`src/rtl/macro_vector_sequencer_pkg.sv`:
```
// Shared types, state encoding and the default operand table for the macro vector sequencer.
// VAR_1 / VAR_2 fall back to 2 / 5 unless the build defines them.
`ifndef VAR_1
`define VAR_1 2
`endif
`ifndef VAR_2
`define VAR_2 5
`endif

package macro_seq_pkg;

  localparam int VEC_DATA_W = 32;
  localparam int VEC_COUNT  = 4;

  typedef struct packed {
    logic [VEC_DATA_W-1:0] a;
    logic [VEC_DATA_W-1:0] b;
    logic [VEC_DATA_W:0]   expected;
  } vec_t;

  typedef enum logic [2:0] {
    S_IDLE  = 3'd0,
    S_ISSUE = 3'd1,
    S_WAIT  = 3'd2,
    S_CHECK = 3'd3,
    S_DONE  = 3'd4
  } state_e;

  // Index 0 sits in the least significant slot of the packed table.
  localparam vec_t [VEC_COUNT-1:0] VECTORS = {
    vec_t'{32'd10, 32'd20, 33'd30},
    vec_t'{32'hFFFF_FFFF, 32'd1, 33'h1_0000_0000},
    vec_t'{32'd0, 32'd0, 33'd0},
    vec_t'{32'(`VAR_1), 32'(`VAR_2), 33'd7}
  };

  function automatic logic sum_matches(input logic [VEC_DATA_W:0] sum, input vec_t v);
    return (sum == v.expected);
  endfunction

endpackage

```
`src/rtl/macro_vector_sequencer_add_unit.sv`:
```
// Pipelined adder with a carry-out bit; accepts a new operand pair only when the pipe is empty.
module macro_add_unit #(
  parameter int DATA_W  = 32,
  parameter int ADD_LAT = 1
) (
  input  logic              clk,
  input  logic              rst,
  input  logic              in_valid,
  output logic              in_ready,
  input  logic [DATA_W-1:0] a,
  input  logic [DATA_W-1:0] b,
  output logic              out_valid,
  output logic [DATA_W:0]   sum
);

  logic [ADD_LAT-1:0] valid_q, valid_d;
  logic [DATA_W:0]    data_q [ADD_LAT];
  logic [DATA_W:0]    data_d [ADD_LAT];

  assign in_ready  = ~(|valid_q);
  assign out_valid = valid_q[ADD_LAT-1];
  assign sum       = data_q[ADD_LAT-1];

  // Stage 0 captures the widened sum; later stages shift it toward the output.
  always_comb begin
    valid_d    = valid_q;
    data_d     = data_q;
    valid_d[0] = in_valid && in_ready;
    data_d[0]  = {1'b0, a} + {1'b0, b};
    for (int i = 1; i < ADD_LAT; i++) begin
      valid_d[i] = valid_q[i-1];
      data_d[i]  = data_q[i-1];
    end
  end

  // Valid bits are flushed by reset so no stale result survives it.
  always_ff @(posedge clk) begin
    if (rst) begin
      valid_q <= '0;
    end else begin
      valid_q <= valid_d;
    end
    data_q <= data_d;
  end

endmodule

```
`src/rtl/macro_vector_sequencer.sv`:
```
// Walks the operand table through the shared adder, counts matches and latches the first mismatch.
module macro_vector_sequencer
  import macro_seq_pkg::*;
#(
  parameter int NUM_VECTORS = VEC_COUNT,
  parameter int DATA_W      = VEC_DATA_W,
  parameter int ADD_LAT     = 1,
  parameter vec_t [NUM_VECTORS-1:0] VECTOR_TABLE = VECTORS,
  localparam int IDX_W = (NUM_VECTORS > 1) ? $clog2(NUM_VECTORS) : 1,
  localparam int CNT_W = $clog2(NUM_VECTORS + 1)
) (
  input  logic             clk,
  input  logic             rst,
  input  logic             start,
  output logic             busy,
  output logic             done,
  output logic             ERROR,
  output logic [IDX_W-1:0] fail_idx,
  output logic [CNT_W-1:0] pass_count
);

  state_e           state_q, state_d;
  logic [IDX_W-1:0] idx_q, idx_d;
  logic [IDX_W-1:0] fail_idx_q, fail_idx_d;
  logic [CNT_W-1:0] pass_q, pass_d;
  logic [DATA_W:0]  sum_q, sum_d;
  logic             error_q, error_d;
  logic             busy_q, busy_d;
  logic             done_q, done_d;

  vec_t            cur_vec;
  logic            add_in_valid, add_in_ready, add_out_valid;
  logic [DATA_W:0] add_sum;

  assign cur_vec      = VECTOR_TABLE[idx_q];
  assign add_in_valid = (state_q == S_ISSUE);

  macro_add_unit #(.DATA_W(DATA_W), .ADD_LAT(ADD_LAT)) u_add (
    .clk      (clk),
    .rst      (rst),
    .in_valid (add_in_valid),
    .in_ready (add_in_ready),
    .a        (cur_vec.a),
    .b        (cur_vec.b),
    .out_valid(add_out_valid),
    .sum      (add_sum)
  );

  // Next-state and result bookkeeping; busy/done follow the state one cycle later.
  always_comb begin
    state_d    = state_q;
    idx_d      = idx_q;
    fail_idx_d = fail_idx_q;
    pass_d     = pass_q;
    sum_d      = sum_q;
    error_d    = error_q;
    busy_d     = (state_q == S_ISSUE) || (state_q == S_WAIT) || (state_q == S_CHECK);
    done_d     = (state_q == S_DONE) && !start;
    case (state_q)
      S_IDLE: begin
        if (start) begin
          state_d = S_ISSUE;
          idx_d   = '0;
        end else begin
          state_d = S_IDLE;
        end
      end
      S_ISSUE: begin
        if (add_in_valid && add_in_ready) begin
          state_d = S_WAIT;
        end else begin
          state_d = S_ISSUE;
        end
      end
      S_WAIT: begin
        if (add_out_valid) begin
          sum_d   = add_sum;
          state_d = S_CHECK;
        end else begin
          state_d = S_WAIT;
        end
      end
      S_CHECK: begin
        if (sum_matches(sum_q, cur_vec)) begin
          pass_d = pass_q + CNT_W'(1);
        end else if (!error_q) begin
          error_d    = 1'b1;
          fail_idx_d = idx_q;
        end else begin
          error_d = error_q;
        end
        if (idx_q == IDX_W'(NUM_VECTORS - 1)) begin
          state_d = S_DONE;
        end else begin
          idx_d   = idx_q + IDX_W'(1);
          state_d = S_ISSUE;
        end
      end
      S_DONE: begin
        if (start) begin
          state_d    = S_ISSUE;
          idx_d      = '0;
          error_d    = 1'b0;
          fail_idx_d = '0;
          pass_d     = '0;
        end else begin
          state_d = S_DONE;
        end
      end
      default: begin
        state_d = S_IDLE;
      end
    endcase
  end

  // State and result registers with synchronous reset.
  always_ff @(posedge clk) begin
    if (rst) begin
      state_q    <= S_IDLE;
      idx_q      <= '0;
      fail_idx_q <= '0;
      pass_q     <= '0;
      sum_q      <= '0;
      error_q    <= 1'b0;
      busy_q     <= 1'b0;
      done_q     <= 1'b0;
    end else begin
      state_q    <= state_d;
      idx_q      <= idx_d;
      fail_idx_q <= fail_idx_d;
      pass_q     <= pass_d;
      sum_q      <= sum_d;
      error_q    <= error_d;
      busy_q     <= busy_d;
      done_q     <= done_d;
    end
  end

  assign busy       = busy_q;
  assign done       = done_q;
  assign ERROR      = error_q;
  assign fail_idx   = fail_idx_q;
  assign pass_count = pass_q;

endmodule

```
`config.mk`:
```
export PLATFORM = sky130hd
export DESIGN_NAME = macro_vector_sequencer
export DESIGN_NICKNAME = d
export VERILOG_FILES = /design/src/rtl/macro_vector_sequencer_pkg.sv /design/src/rtl/macro_vector_sequencer_add_unit.sv /design/src/rtl/macro_vector_sequencer.sv
export SDC_FILE = /design/constraint.sdc
export NUM_CORES = 1
export LEC_CHECK = 0
export CAP_MARGIN = 20
export CORE_MARGIN = 5
export CORE_UTILIZATION = 60
export CTS_CLUSTER_SIZE = 8
export DETAILED_ROUTE_END_ITERATION = 10
export HOLD_SLACK_MARGIN = 0.03
export PLACE_DENSITY_LB_ADDON = 0.1
export SYNTH_ARGS = -nofsm -noshare
export SYNTH_HDL_FRONTEND = slang
export SYNTH_HIERARCHICAL = 1
export SYNTH_SLANG_ARGS = --single-unit
```
`constraint.sdc`:
```
create_clock -name clk -period 4.8 [get_ports clk]
set_clock_uncertainty 0.2 [all_clocks]
set_input_delay 0.96 -clock clk [delete_from_list [all_inputs] [get_ports clk]]
set_output_delay 0.96 -clock clk [all_outputs]
set_load 0.1 [all_outputs]
```
[After elaboration in Yosys (flattened, before gate mapping)]
Index checks and enable logic that the tools add are counted.
Word-level totals
  register bits: 80
  latch bits: 0
  bits in writable memories: 0
  ROM bits: 0
  output and inout port bits: 8
  memories kept: 0
Cells by class
  add/subtract/negate cells: 3
  $mul: 0
  divide/modulo/power cells: 0
  order comparisons: 1
  equal/unequal tests: 12
  shift operators: 0
  mux-type cells: 20
  bitwise logic cells: 1
  reductions and logical operators: 14
Operators by type and width (number)
  binary-select mux 97 bit (select 2 bit): 1
  2-to-1 mux 97 bit: 1
  adder 32 x 32 -> 33 bit: 1
  == test 33 bit: 1
  case mux 3 bit (5 select lines): 1
  2-to-1 mux 3 bit: 4
  2-to-1 mux 2 bit: 5
  AND reduction 3 bit: 3
  != test 2 bit (second input constant): 4
  case mux 2 bit (2 select lines): 2
  == test 3 x 2 -> 1 bit (second input constant): 2
  case mux 3 bit (2 select lines): 1
  2-to-1 mux 1 bit: 4
  != test 2 x 1 -> 1 bit (second input constant): 2
  AND reduction 4 bit: 1
  nonzero test 2 bit: 2
  adder 3 x 1 -> 3 bit (second input constant): 1
  == test 3 x 1 -> 1 bit (second input constant): 1
  == test 3 bit (second input constant): 1
  logical NOT 3 bit: 1
  < comparator 2 x 3 -> 1 bit (second input constant): 1
  adder 2 x 1 -> 2 bit (second input constant): 1
  == test 2 bit (second input constant): 1
  logical AND 1 bit: 2
  other kinds (6): 7

[Logic depth before layout (Yosys ltp)]
  depth in word-level cells: 5
  depth in mapped cells: 11
  depth with buffers taken out: 11

[Hierarchy]
Netlist, hierarchy kept.
By module, submodules not included
  macro_add_unit: times used 1, cells each 307, area each 2673.8 µm², sequential area each 680.7 µm²
  macro_vector_sequencer: times used 1, cells each 240, area each 1926.8 µm², sequential area each 920.9 µm²

[Worst setup path after synthesis]
No wires, ideal clock.
  kind: register -> register
  start: register idx_q[0]
  end: register u_add.data_q, in the netlist u_add/sum[28]
  setup time: 122 ps
  data arrival time: 3238 ps
  setup slack: 1240 ps
  stages on the path, launching flop included: 12
  buffers on the path: 0
  clock period less this slack: 3560 ps
  cells stage by stage: dfxtp_1 -> inv_1 -> ha_1 -> or2_2 -> ha_1 -> fa_1 -> a211oi_1 -> o211ai_1 -> a21oi_1 -> nor3_1 -> or2_1 -> o311a_1
RTL lines
  start: declaration: line macro_vector_sequencer.sv:23  | logic [IDX_W-1:0] idx_q, idx_d;
  start signal: assignment: line macro_vector_sequencer.sv:129  | idx_q <= idx_d;
  end signal: assignment: line macro_vector_sequencer_add_unit.sv:43  | data_q <= data_d;
  end: declaration: line macro_vector_sequencer_add_unit.sv:17  | logic [DATA_W:0] data_q [ADD_LAT];

==> flow_metrics.py <==
metrics = {
    "global_route": {
        "busiest_layer": "met2",
        "grt_pass1_wl_mm": 17.49,
        "grt_pass1_vias": 3625,
        "grt_use_total_pct": 21.95,
        "grtUsageMet3_pct": 3.374,
        "grt_max_degree": 34,
        "use_met1_pct": 32.76,
        "grt.overflow.total": 0,
        "antenna_found_initial": 0,
        "use_met2_pct": 33.21,
    },
    "synth": {
        "synth_top_family_by_area": "compound AO/OA/AOI/OAI gates",
        "async_flop_share_pct": 0,
        "muxShareOfSynthArea_pct": 1.550,
        "synth.yosys.seq_area_share_pct": 34.81,
        "synth_adder_area_share_pct": 10.50,
        "synthFlopType": "dfxtp_1",
        "synth-simple-area-share_pct": 20.81,
        "yosys_warnings": 6,
        "synth_seq_cells": 80,
        "synth_edf_count": 0,
        "ys_types": 70,
        "syn_area_mm2": 0.004601,
        "synth_compound_area_share_pct": 23.14,
        "synth_xor_area_share_pct": 5.711,
        "syn_inst": 547,
        "synth_area_per_cell_um2": 8.411,
    },
    "cts": {
        "cts_buffer_depth": 2,
        "ctsHoldBuffers": 0,
        "cts_repair_resize_count": 0,
        "cts_root_buffer": "clkbuf_8",
        "insertion_delay_ps": 340,
        "cts_tree": "done",
        "post_cts_buffers": 0,
        "cts_sinks": 80,
        "cts_max_level": 3,
        "path_clk_slew_ps": 80,
        "numCtsBuffers": 9,
    },
    "power": {
        "p_leak_uw": 0.002133,
        "p_sw_share_pct": 23.57,
        "power_frac_seq_pct": 50.7,
        "vdd_drop_max_uv": 155.5,
        "cell_internal_pwr_uw": 1049,
        "clockPowerShare_pct": 40.4,
        "power.density_mw_per_mm2": 270.5,
        "pwr-share-comb_pct": 8.9,
        "p_switching_uw": 323.7,
    },
    "detailed_routing": {
        "drt_iter0_drc": 260,
        "avgRoutedWirePerCell_um": 14.72,
        "vias_per_cell": 5.728,
        "num_vias": 3912,
        "firstDrtPassIters": 4,
        "drc": 0,
        "wirelength_mm": 10.05,
        "ant_nets": 0,
    },
    "floorplanning": {
        "initial_core_util_pct": 60.48,
        "die_area_mm2": 0.009519,
        "die_x_um": 97.57,
        "row_count": 32,
        "die_y_um": 97.57,
        "io_pins": 11,
        "core_area_mm2": 0.007607,
    },
    "final_layout": {
        "final_area_mm2": 0.005077,
        "area_growth_pct": 10.36,
        "fin_util_pct": 66.74,
        "antenna_cells": 0,
        "drive_gt1_share_pct": 7.229,
        "nFillCells": 636,
        "final_nets": 617,
    },
    "setup_path": {
        "r2r_setup_slack_ps": 870,
        "worstRegToRegCells": 8,
        "startpoint": "idx_q[1]",
        "required_ps": 4810,
        "critical_path_class": "flip-flop to flip-flop",
        "worstSetupEndpointType": "flip-flop",
        "cp_max_fo": 18,
        "r2r_start": "idx_q[1]",
        "reg2reg_to": "u_add/sum[27]",
        "worst_ep_arrival_time_ps": 3930,
        "start_kind": "flip-flop",
    },
    "placement": {
        "io_buffers": 10,
        "pre_cts_ws_ps": 945.2,
        "post_dp_cell_area_mm2": 0.004846,
        "place_hpwl_mm": 7.656,
        "gp_congestion": 0.8586,
    },
    "run": {
        "maxCapViolCount": 0,
    },
    "sta": {
        "finalSetupViolations": 0,
        "finalHoldViolations": 0,
        "final-max-slew-violation-count": 0,
        "fin_crit_ps": 3926,
        "worst_pin_slew_ps": 1106,
        "slew_headroom_pct": 26.24,
        "setup_tns_ps": 0,
        "fmax_ghz": 0.2547,
        "finalCritPeriodShare_pct": 81.79,
        "timing.final.ws_setup_ps": 874.2,
        "whs_ps": 235.7,
        "rsz0062_at_grt": "no",
    },
    "status": {
        "status": "finished clean",
    },
    "worst_hold_path": {
        "hp-class": "flip-flop to flip-flop",
        "whs_endpoint": "sum_q[6]",
        "min_from": "u_add/sum[6]",
        "hold_depth": 2,
    },
}
## logic make-up (layout without fill, tap and decap cells)
| group | count (synthesis) | in the layout |
|---|---|---|
| XOR/XNOR | 30 | 30 |
| flip-flops | 80 | 80 |
| AO/OA/AOI/OAI | 161 | 161 |
| other | 1 | 30 |
| multiplexers | 7 | 7 |
| AND/OR/NAND/NOR | 196 | 196 |
| buffers and inverters | 34 | 39 |
| adder cells (fa/ha/maj) | 38 | 38 |
## layout make-up
cell class / count / area (um2) / area share, %
clock buffer: 12 / 155.1 / 3.056
multi-input combinational: 462 / 2957 / 58.23
inverter: 10 / 37.54 / 0.7393
tap: 102 / 127.6 / 2.514
sequential: 80 / 1602 / 31.54
clock inverter: 4 / 76.32 / 1.503
timing repair buffer: 13 / 122.6 / 2.415
## worst max-delay path by stage
stage	endpoint	slack, ps	cells past startpoint
2_1_floorplan	u_add/sum[28]	1240	11
3_3_place_gp	u_add/sum[27]	1180	9
3_5_place_dp	u_add/sum[27]	950	8
4_1_cts	u_add/sum[27]	910	8
5_1_grt	u_add/sum[27]	660	8
6_report	u_add/sum[27]	870	8
## power groups by stage
stage          registers, uW  logic (uW)  clock network, uW
2_1_floorplan            715        90.1                  0
3_3_place_gp             711         117                  0
3_5_place_dp             711         119                  0
6_report                 696         122                555
4_1_cts                  696         120                567
5_1_grt                  698         137                601
## registers in the layout, summed over array words and instances (netlist names)
name,flops
sum_q,33
u_add/sum,33
pass_count,3
state_q,3
fail_idx,2
idx_q,2
ERROR,1
busy,1
done,1
u_add/out_valid,1
## synth_stat cells, types with 3 or more instances
cell | instances | area share, %
a211oi_1 | 10 | 1.6
a21boi_0 | 3 | 0.49
a21o_1 | 15 | 2.4
a21oi_1 | 72 | 7.8
a31oi_1 | 4 | 0.54
and2_1 | 4 | 0.54
and3_1 | 3 | 0.41
buf_6 | 3 | 0.73
clkbuf_1 | 18 | 1.5
dfxtp_1 | 80 | 35
ha_1 | 37 | 10
inv_1 | 10 | 0.82
mux2i_1 | 6 | 1.3
nand2_1 | 97 | 7.9
nand3_1 | 12 | 1.3
nand4_1 | 5 | 0.68
nor2_1 | 30 | 2.4
nor3_1 | 10 | 1.1
nor3b_1 | 3 | 0.49
nor4_1 | 3 | 0.41
nor4_2 | 4 | 1.1
o2111ai_1 | 3 | 0.57
o211ai_1 | 4 | 0.65
o21ai_0 | 15 | 1.6
o21bai_1 | 3 | 0.49
o31ai_1 | 3 | 0.49
or2_2 | 3 | 0.41
or3_1 | 3 | 0.41
xnor2_1 | 17 | 3.2
xor2_1 | 13 | 2.5
## worst max-delay path, cell delays in order (launching register included)
cell	delay (ps)
dfxtp_1	450
ha_1	620
buf_4	380
ha_1	350
nand4_1	190
or3_1	390
a211oi_2	410
mux2_1	380
a2111oi_1	420
## layer usage
| metal | part of all wire [%] | wire, um |
|---|---|---|
| met1 | 52 | 5224 |
| met5 | 0 | 0 |
| met4 | 0.76 | 76 |
| met2 | 44 | 4439 |
| met3 | 3.1 | 310 |
## cell usage in the layout (no fill, tap or decap), drive strengths merged, types with 4 or more instances in the layout
master / count
or2: 5
a31oi: 4
nand4: 5
nand3: 12
nor3: 10
a21o: 16
mux2i: 6
conb: 30
a211oi: 12
nor4: 7
xor2: 13
inv: 10
and3: 4
nor2: 30
a21oi: 73
ha: 37
clkbuf: 12
xnor2: 17
and2: 6
o21ai: 18
dfxtp: 80
nand2: 97
clkdlybuf4s50: 10
o211ai: 4
## metrics by stage
| step | cells | total power (uW) |
|---|---|---|
| 2_1_floorplan | 576 | 804.7 |
| 3_3_place_gp | 667 | 828.4 |
| 3_5_place_dp | 667 | 830.7 |
| 4_1_cts | 683 | 1383 |
| 5_1_grt | 683 | 1436 |
| 6_report | 683 | 1373 |
Note: power is estimated with default switching activity, not from simulation.
